[src/rtl/vga_scanout.sv]
// 640x480@60 VGA scanout of a 320x240 3-bit framebuffer, pixel- and line-doubled.
// A 25 MHz pixel enable is derived from the 50 MHz clock; all VGA outputs lag the counters by one pixel.
module vga_scanout #(
  parameter int H_ACTIVE = 640,
  parameter int H_FP     = 16,
  parameter int H_SYNC   = 96,
  parameter int H_BP     = 48,
  parameter int V_ACTIVE = 480,
  parameter int V_FP     = 10,
  parameter int V_SYNC   = 2,
  parameter int V_BP     = 33,
  parameter int FB_WIDTH = 320
) (
  input  logic        clk,
  input  logic        resetn,
  output logic [16:0] fb_raddr,
  input  logic [2:0]  fb_rdata,
  output logic        VGA_CLK,
  output logic        VGA_HS,
  output logic        VGA_VS,
  output logic        VGA_BLANK_N,
  output logic        VGA_SYNC_N,
  output logic [7:0]  VGA_R,
  output logic [7:0]  VGA_G,
  output logic [7:0]  VGA_B,
  output logic        vblank,
  output logic        frame_pulse
);

  localparam int H_TOTAL = H_ACTIVE + H_FP + H_SYNC + H_BP;
  localparam int V_TOTAL = V_ACTIVE + V_FP + V_SYNC + V_BP;

  localparam logic [9:0] H_LAST     = 10'(H_TOTAL - 1);
  localparam logic [9:0] V_LAST     = 10'(V_TOTAL - 1);
  localparam logic [9:0] H_VIS      = 10'(H_ACTIVE);
  localparam logic [9:0] V_VIS      = 10'(V_ACTIVE);
  localparam logic [9:0] V_VIS_LAST = 10'(V_ACTIVE - 1);
  localparam logic [9:0] HS_START   = 10'(H_ACTIVE + H_FP);
  localparam logic [9:0] HS_END     = 10'(H_ACTIVE + H_FP + H_SYNC);
  localparam logic [9:0] VS_START   = 10'(V_ACTIVE + V_FP);
  localparam logic [9:0] VS_END     = 10'(V_ACTIVE + V_FP + V_SYNC);

  logic       pix_en_q, pix_en_d;
  logic [9:0] h_cnt_q, h_cnt_d;
  logic [9:0] v_cnt_q, v_cnt_d;
  logic       vga_clk_q, vga_clk_d;
  logic       hs_q, hs_d;
  logic       vs_q, vs_d;
  logic       blank_n_q, blank_n_d;
  logic [7:0] r_q, r_d;
  logic [7:0] g_q, g_d;
  logic [7:0] b_q, b_d;
  logic       frame_pulse_q, frame_pulse_d;

  logic       h_vis, v_vis, visible;
  logic [8:0] fb_x, fb_y;

  always_comb begin
    h_vis   = (h_cnt_q < H_VIS);
    v_vis   = (v_cnt_q < V_VIS);
    visible = h_vis && v_vis;
  end

  // Address is combinational so the RAM samples it on the non-pixel edge
  // and its data is ready for the following pixel edge.
  always_comb begin
    fb_x     = h_vis ? h_cnt_q[9:1] : '0;
    fb_y     = v_vis ? v_cnt_q[9:1] : '0;
    fb_raddr = 17'(fb_y) * 17'(FB_WIDTH) + 17'(fb_x);
  end

  always_comb begin
    pix_en_d = ~pix_en_q;
    h_cnt_d  = h_cnt_q;
    v_cnt_d  = v_cnt_q;
    if (pix_en_q) begin
      if (h_cnt_q == H_LAST) begin
        h_cnt_d = '0;
        v_cnt_d = (v_cnt_q == V_LAST) ? '0 : v_cnt_q + 10'd1;
      end else begin
        h_cnt_d = h_cnt_q + 10'd1;
      end
    end
  end

  always_comb begin
    vga_clk_d     = pix_en_q;
    hs_d          = hs_q;
    vs_d          = vs_q;
    blank_n_d     = blank_n_q;
    r_d           = r_q;
    g_d           = g_q;
    b_d           = b_q;
    frame_pulse_d = pix_en_q && (h_cnt_q == H_LAST) && (v_cnt_q == V_VIS_LAST);
    if (pix_en_q) begin
      hs_d      = !((h_cnt_q >= HS_START) && (h_cnt_q < HS_END));
      vs_d      = !((v_cnt_q >= VS_START) && (v_cnt_q < VS_END));
      blank_n_d = visible;
      r_d       = (visible && fb_rdata[2]) ? '1 : '0;
      g_d       = (visible && fb_rdata[1]) ? '1 : '0;
      b_d       = (visible && fb_rdata[0]) ? '1 : '0;
    end
  end

  always_ff @(posedge clk or negedge resetn) begin
    if (!resetn) begin
      pix_en_q      <= 1'b0;
      h_cnt_q       <= '0;
      v_cnt_q       <= '0;
      vga_clk_q     <= 1'b1;
      hs_q          <= 1'b1;
      vs_q          <= 1'b1;
      blank_n_q     <= 1'b0;
      r_q           <= '0;
      g_q           <= '0;
      b_q           <= '0;
      frame_pulse_q <= 1'b0;
    end else begin
      pix_en_q      <= pix_en_d;
      h_cnt_q       <= h_cnt_d;
      v_cnt_q       <= v_cnt_d;
      vga_clk_q     <= vga_clk_d;
      hs_q          <= hs_d;
      vs_q          <= vs_d;
      blank_n_q     <= blank_n_d;
      r_q           <= r_d;
      g_q           <= g_d;
      b_q           <= b_d;
      frame_pulse_q <= frame_pulse_d;
    end
  end

  assign VGA_CLK     = vga_clk_q;
  assign VGA_HS      = hs_q;
  assign VGA_VS      = vs_q;
  assign VGA_BLANK_N = blank_n_q;
  assign VGA_SYNC_N  = 1'b0;
  assign VGA_R       = r_q;
  assign VGA_G       = g_q;
  assign VGA_B       = b_q;
  assign vblank      = ~v_vis;
  assign frame_pulse = frame_pulse_q;

endmodule

[config.mk]
export PLATFORM = sky130hd
export DESIGN_NAME = vga_scanout
export DESIGN_NICKNAME = d
export VERILOG_FILES = /design/src/rtl/vga_scanout.sv
export SDC_FILE = /design/constraint.sdc
export NUM_CORES = 1
export LEC_CHECK = 0
export BUFFER_PORTS_ARGS = -buffer_cell sky130_fd_sc_hd__buf_4
export CORE_AREA = 2 2 93 95
export DETAILED_ROUTE_END_ITERATION = 12
export DIE_AREA = 0 0 95 97
export HOLD_SLACK_MARGIN = 0.02
export PLACE_DENSITY = 0.52
export SKIP_CTS_REPAIR_TIMING = 1
export SLEW_MARGIN = 20
export SYNTH_ARGS = -nofsm -noshare
export SYNTH_HDL_FRONTEND = slang
export SYNTH_SLANG_ARGS = --single-unit
[constraint.sdc]
create_clock -name clk -period 3.85 [get_ports clk]
set_input_delay 0.77 -clock clk [delete_from_list [all_inputs] [get_ports clk]]
set_output_delay 0.77 -clock clk [all_outputs]
set_load 0.02 [all_outputs]
==> results of run 1 <==
[cell usage in the layout, fill, tap and decap left out, drive strengths merged, types with 3 or more instances in the layout]
master and count:
nor4 3, o21ai 16, inv 11, xor2 6, o2bb2ai 3, nand2b 4
and3 7, nor2b 6, ha 18, nor3 4, o31ai 5, a21oi 4
dfrtp 26, xnor2 17, nand2 23, clkbuf 8, buf 68, nor2 24
dfstp 3, nand3 3, o211ai 3, nand4 8, and2 13
[worst max path at each step]
stage	start	cells after the start	slack, ns	endpoint
6_report	v_cnt_q[8]	11	0.04	fb_raddr[15]
5_1_grt	v_cnt_q[8]	11	-0.11	fb_raddr[15]
4_1_cts	v_cnt_q[6]	10	-0.21	fb_raddr[15]
3_5_place_dp	v_cnt_q[6]	10	0.10	fb_raddr[15]
3_3_place_gp	v_cnt_q[6]	10	0.20	fb_raddr[16]
2_1_floorplan	v_cnt_q[6]	11	0.04	fb_raddr[15]
[routing by layer]
metal | part of all wire | track usage | vias to the layer above
met1 | 0.46 | 0.171 | 931
met2 | 0.50 | 0.187 | 24
met5 | 0 | 0 | -
met3 | 0.028 | 0.0280 | 4
met4 | 0.0078 | 0.0245 | 0
li1 | - | - | 1005
[cells by family (layout without fill, tap and decap cells)]
| family | after synthesis | count (layout) |
|---|---|---|
| fa+ha+maj | 19 | 19 |
| simple gates | 105 | 105 |
| compound gates | 49 | 49 |
| buf+inv | 43 | 87 |
| flops | 29 | 29 |
| other cells | 1 | 2 |
| xor+xnor | 23 | 23 |
[stage by stage]
| stage | hold slack, ns | cells |
|---|---|---|
| global route | 0.441 | 419 |
| floorplan | 0.429 | 270 |
| global placement | 0.471 | 402 |
| detailed placement | 0.475 | 402 |
| finish | 0.414 | 419 |
| CTS | 0.422 | 410 |
[critical path, stage by stage (launching register included)]
cell and delay [ns]:
sky130_fd_sc_hd__dfrtp_1 0.39, sky130_fd_sc_hd__a41oi_4 0.17, sky130_fd_sc_hd__buf_6 0.16, sky130_fd_sc_hd__and3_4 0.18, sky130_fd_sc_hd__ha_4 0.16, sky130_fd_sc_hd__fa_2 0.39, sky130_fd_sc_hd__a211o_1 0.35, sky130_fd_sc_hd__and3_4 0.19
sky130_fd_sc_hd__nor4_4 0.27, sky130_fd_sc_hd__o211ai_2 0.14, sky130_fd_sc_hd__xnor2_1 0.19, sky130_fd_sc_hd__buf_4 0.16
[final cells by class]
| class | instances | area, um2 | area share |
|---|---|---|---|
| clock buffer | 8 | 80.1 | 0.0260 |
| timing repair buffer | 68 | 514 | 0.167 |
| inverter | 11 | 43.8 | 0.0142 |
| tap | 105 | 131 | 0.0426 |
| sequential | 29 | 729 | 0.236 |
| multi-input combinational | 198 | 1590 | 0.514 |
[power breakdown]
part           switching (uW)  internal [uW]  total, uW
combinational            33.2           21.9       55.1
clock                     109            128        237
sequential               3.68            307        310
==> results.md, run 1 <==
* Status: finished, final reports clean
* CTS buffer count at 5
* Most used DFF post-synth: sky130_fd_sc_hd__dfrtp_1
* Final critical-path setup slack at 0.0373 ns
* Final weighted congestion of routability-driven global placement at 0.797
* DIE WIDTH at 95 um
* First-pass iteration count of the detailed router at 4
* Root Driver: sky130_fd_sc_hd__clkbuf_8
* Portion of the post-synthesis area used by sequential elements at 0.302
* Initial antenna violation count at 0
* Top cells by instance count after synthesis: sky130_fd_sc_hd__dfrtp_1 (26), sky130_fd_sc_hd__nor2_1 (24), sky130_fd_sc_hd__buf_4 (23), sky130_fd_sc_hd__nand2_1 (23), sky130_fd_sc_hd__ha_1 (18)
* Clock sink count at 29
* Final period utilization at 0.990
* Summed area of non-filler cells in the final layout at 0.00309 mm2
* Vias per std cell at 4.69
* Initial core utilization at 0.297
* Clock insertion delay at the later pin of the skew report at 0.28 ns
* #FFs+latches synth at 29
* Final total power at 603 uW
* Slew HR at 0.593
* Clock period minus worst slack at 3.81 ns
* Via count of the first global-routing pass at 1,937
* Peak fanout along the critical path at 6
* Average instance area after synthesis at 8.97 um2
* Fmax at 0.262 GHz
* Setup repair after global routing missed its margin: yes
* Layout overhead on the synthesized area at 27.8%
* Cell area power density at 195 mW/mm2
* Number of warning messages in the yosys log at 0
* Clock transition at the registers of the reported paths at 0.06 ns
* Worst Setup Slack post-DPL at 0.103 ns
* Total count of hold-check failures in the final report at 0
* Maximum Capacitance Violations at 0
* Placeable core region at 0.00813 mm2
* Leading registers by flop count: h_cnt_q: 10 flops, v_cnt_q: 10 flops
* Ant. Diodes at 0
* Most frequent cell after synthesis: sky130_fd_sc_hd__dfrtp_1
* Fillcell total at 818
* Synthesized-area fraction occupied by xor and xnor cells at 0.0835
* Cells taking the most area after synthesis: sky130_fd_sc_hd__dfrtp_1 (27%), sky130_fd_sc_hd__ha_1 (9.3%), sky130_fd_sc_hd__buf_4 (7.2%)
* # rows at 33
* Type of the setup path with the least slack: flop to output port
* Initial DRC Count at 130
* Number of vias after detailed routing at 1,964
* Worst hold path class: primary input to asynchronous set/reset pin
* Final routed wirelength across all metal layers at 5400 um
* Routed length per placed instance at 12.9 um
* Kind of end point of the critical path: output port
* Simple-gate share of the synthesized area at 0.249
* FF-to-FF path depth at 4
* Worst IR drop on VDD at 0.110 mV
* Total global routing overflow at 0
* DIE HEIGHT at 97 um
* Nets at 337
* Total number of H-tree levels at 2
* Combined global-route utilization of all metal layers at 0.121
* Compound-gate portion of the synthesized area at 0.157
* Io pins at 53
* Synth Area in Adders at 0.102
* Final count of pins violating max slew at 0
* Cells after Synth at 269
* Data arrival, critical path at 3.04 ns
* Placed standard-cell area at 0.00278 mm2
* First-pass GRT wire length at 9050 um
* Pin count of the biggest net entering global routing at 30
* Core occupancy in the finished layout at 0.379
* Cell variety after synth at 55
* Final TNS setup at 0 ns
* Clock skew at 0.00373 ns
* Total standard cell area after synthesis at 0.00241 mm2
* Worst reg2reg path startpoint: pix_en_q
* TritonCTS clock tree: done
* Share of post-route cells with drive strength above 1 at 0.347
* Combinational family with the most area after synthesis: simple AND/OR/NAND/NOR gates
* Multiplexer area fraction after synthesis at 0
* Portion of synthesized cell area occupied by the leading cell type at 0.270
* Detailed-placement wirelength estimate at 3770 um
* Die area at 0.00922 mm2
* Proportion of register bits with asynchronous set or reset after synthesis at 1.00
* Worst reg2reg setup slack at 1.70 ns
* Reg-to-Reg End: v_cnt_q[5]
* CP Data Required Time at 3.08 ns
* Cell type with the largest total area after synthesis: sky130_fd_sc_hd__dfrtp_1
* Setup-failing EPs final at 0
* PortBufs at 51
* Number of enable flip-flop cells after synthesis at 0
* DRC viols at 0
* Leakage power of the design at 0.00135 uW
* Kind of start point of the critical path: flop
* Transition time at the pin with the least slew margin at 0.606 ns
* Residual antenna-violating net count after detailed routing at 0
* Bufs on Longest Clock Path at 2
No activity file was read; power rests on OpenSTA's default activity.
==> inputs of run 2 (changes only) <==
MAX_ROUTING_LAYER = met4   (was unset)
==> run 2 against run 1 <==
  * Core utilization is the same
  * Cell count is the same
  * Sequential share of layout area is the same
  * Critical path type unchanged
  * Final area is the same
  * Sequential cell count is the same
  * Critical path depth is the same
  * Clock skew is essentially flat
  * Highest routed layer unchanged
==> results.md, run 2 (synthesized netlist as in run 1, its figures left out) <==
* Worst reg2reg path startpoint: pix_en_q
* Initial DRC Count at 116 (-11%)
* Clock transition at the registers of the reported paths at 0.06 ns (about the same)
* Routed length per placed instance at 12.9 um (+0.30%)
* Setup-failing EPs final at 0 (unchanged)
* Leading registers by flop count: h_cnt_q: 10 flops, v_cnt_q: 10 flops
* Summed area of non-filler cells in the final layout at 0.00309 mm2 (unchanged)
* Worst Setup Slack post-DPL at 0.103 ns (unchanged)
* Placed standard-cell area at 0.00278 mm2 (unchanged)
* Top layer reached by signal wires: met4
* Final TNS setup at 0 ns (unchanged)
* Residual antenna-violating net count after detailed routing at 0 (unchanged)
* Kind of start point of the critical path: flop
* DRC viols at 0 (unchanged)
* CTS buffer count at 5 (unchanged)
* Nets at 337 (unchanged)
* Clock period minus worst slack at 3.81 ns (-0.00311 ns)
* Worst IR drop on VDD at 0.111 mV (+0.74%)
* Via count of the first global-routing pass at 1,939 (+0.10%)
* Slew HR at 0.594 (+0.000906)
* Worst hold path class: primary input to asynchronous set/reset pin
* Layout overhead on the synthesized area at 27.8% (unchanged)
* Vias per std cell at 4.71 (+0.41%)
* Routed length on met1 at 2510 um (unchanged)
* Status: finished, final reports clean
* Final critical-path setup slack at 0.0404 ns (+0.00311 ns)
* Kind of end point of the critical path: output port
* Pin count of the biggest net entering global routing at 30 (unchanged)
* Clock skew at 0.00385 ns (+0.000113 ns)
* Io pins at 53 (unchanged)
* Worst reg2reg setup slack at 1.68 ns (-0.02 ns)
* FF-to-FF path depth at 4 (unchanged)
* Peak fanout along the critical path at 6 (unchanged)
* Length of routed met3 wiring at 162 um (+7.3%)
* Detailed-placement wirelength estimate at 3770 um (unchanged)
* Total count of hold-check failures in the final report at 0 (unchanged)
* DIE WIDTH at 95 um (unchanged)
* Total number of H-tree levels at 2 (unchanged)
* Ant. Diodes at 0 (unchanged)
* Bufs on Longest Clock Path at 2 (unchanged)
* Root Driver: sky130_fd_sc_hd__clkbuf_8
* Routed wl met2 at 2690 um (-0.41%)
* First-pass GRT wire length at 9040 um (-0.14%)
* Total global routing overflow at 0 (unchanged)
* Fmax at 0.262 GHz (about the same)
* # rows at 33 (unchanged)
* Die area at 0.00922 mm2 (unchanged)
* Maximum Capacitance Violations at 0 (unchanged)
* Share of post-route cells with drive strength above 1 at 0.347 (unchanged)
* Final period utilization at 0.989 (about the same)
* TritonCTS clock tree: done
* Number of vias after detailed routing at 1,972 (+0.41%)
* Clock sink count at 29 (unchanged)
* Final routed wirelength across all metal layers at 5420 um (+0.30%)
* Final weighted congestion of routability-driven global placement at 0.809 (+1.4%)
* Cell area power density at 195 mW/mm2 (about the same)
* Leakage power of the design at 0.00135 uW (unchanged)
* CP startpoint: v_cnt_q[8]
* Initial antenna violation count at 0 (unchanged)
* Most frequent standard cell in the layout excluding fill and tap cells: sky130_fd_sc_hd__buf_4
* First-pass iteration count of the detailed router at 4 (unchanged)
* Type of the setup path with the least slack: flop to output port
* PortBufs at 51 (unchanged)
* Combined global-route utilization of all metal layers at 0.124 (+0.00317)
* Clock insertion delay at the later pin of the skew report at 0.28 ns (about the same)
* Final count of pins violating max slew at 0 (unchanged)
* Setup repair after global routing missed its margin: yes
* DIE HEIGHT at 97 um (unchanged)
* Initial core utilization at 0.297 (unchanged)
* Placeable core region at 0.00813 mm2 (unchanged)
* Critical Path Sink: fb_raddr[15]
* CP Data Required Time at 3.08 ns (about the same)
* Commonest cells after routing, fill and taps aside: sky130_fd_sc_hd__buf_4 (67), sky130_fd_sc_hd__dfrtp_1 (26), sky130_fd_sc_hd__nand2_1 (23)
* Reg-to-Reg End: v_cnt_q[5]
* Transition time at the pin with the least slew margin at 0.605 ns (-0.00135 ns)
* Data arrival, critical path at 3.04 ns (about the same)
run 2: cell counts in the layout (fill, tap and decap cells not counted):
No cell type changed its count.
run 2: worst min path at each step:
| stage | end | cells past startpoint |
|---|---|---|
| final | h_cnt_q[6] | 1 |
| after global routing | v_cnt_q[2] | 1 |
| after CTS | h_cnt_q[4] | 1 |
| after detailed placement | VGA_BLANK_N | 2 |
| after global placement | VGA_BLANK_N | 2 |
| after floorplan | VGA_CLK | 0 |
run 2: layout make-up:
class                           count  area (um2)
Sequential cell                    29         729
Inverter                           11        43.8
Multi-Input combinational cell    198        1590
Fill cell                         818        5050
Timing Repair Buffer               68         514
Tap cell                          105         131
Clock buffer                        8        80.1
run 2: through the flow:
stage / total power, uW / hold WS (ns) / util / instances
after global routing: 632 / 0.441 / 0.379 / 419
after floorplan: 357 / 0.429 / - / 270
after detailed placement: 371 / 0.475 / 0.342 / 402
after CTS: 614 / 0.422 / 0.352 / 410
after global placement: 371 / 0.471 / 0.342 / 402
final: 602 / 0.414 / 0.379 / 419
run 2: worst max-delay path: stages, from the launching register on:
cell and delay [ns]:
sky130_fd_sc_hd__dfrtp_1 0.39, sky130_fd_sc_hd__a41oi_4 0.17, sky130_fd_sc_hd__buf_6 0.16, sky130_fd_sc_hd__and3_4 0.18, sky130_fd_sc_hd__ha_4 0.16, sky130_fd_sc_hd__fa_2 0.39
sky130_fd_sc_hd__a211o_1 0.35, sky130_fd_sc_hd__and3_4 0.19, sky130_fd_sc_hd__nor4_4 0.27, sky130_fd_sc_hd__o211ai_2 0.14, sky130_fd_sc_hd__xnor2_1 0.19, sky130_fd_sc_hd__buf_4 0.16
run 2: per-layer routing:
layer / global-route usage / vias up
met5: - / -
met1: 0.170 / 935
met2: 0.188 / 25
met3: 0.0280 / 7
li1: - / 1005
met4: 0.0245 / 0
run 2: where the power goes:
part / internal [uW] / switching (uW)
registers: 307 / 3.68
logic: 21.9 / 33.2
clock network: 128 / 109
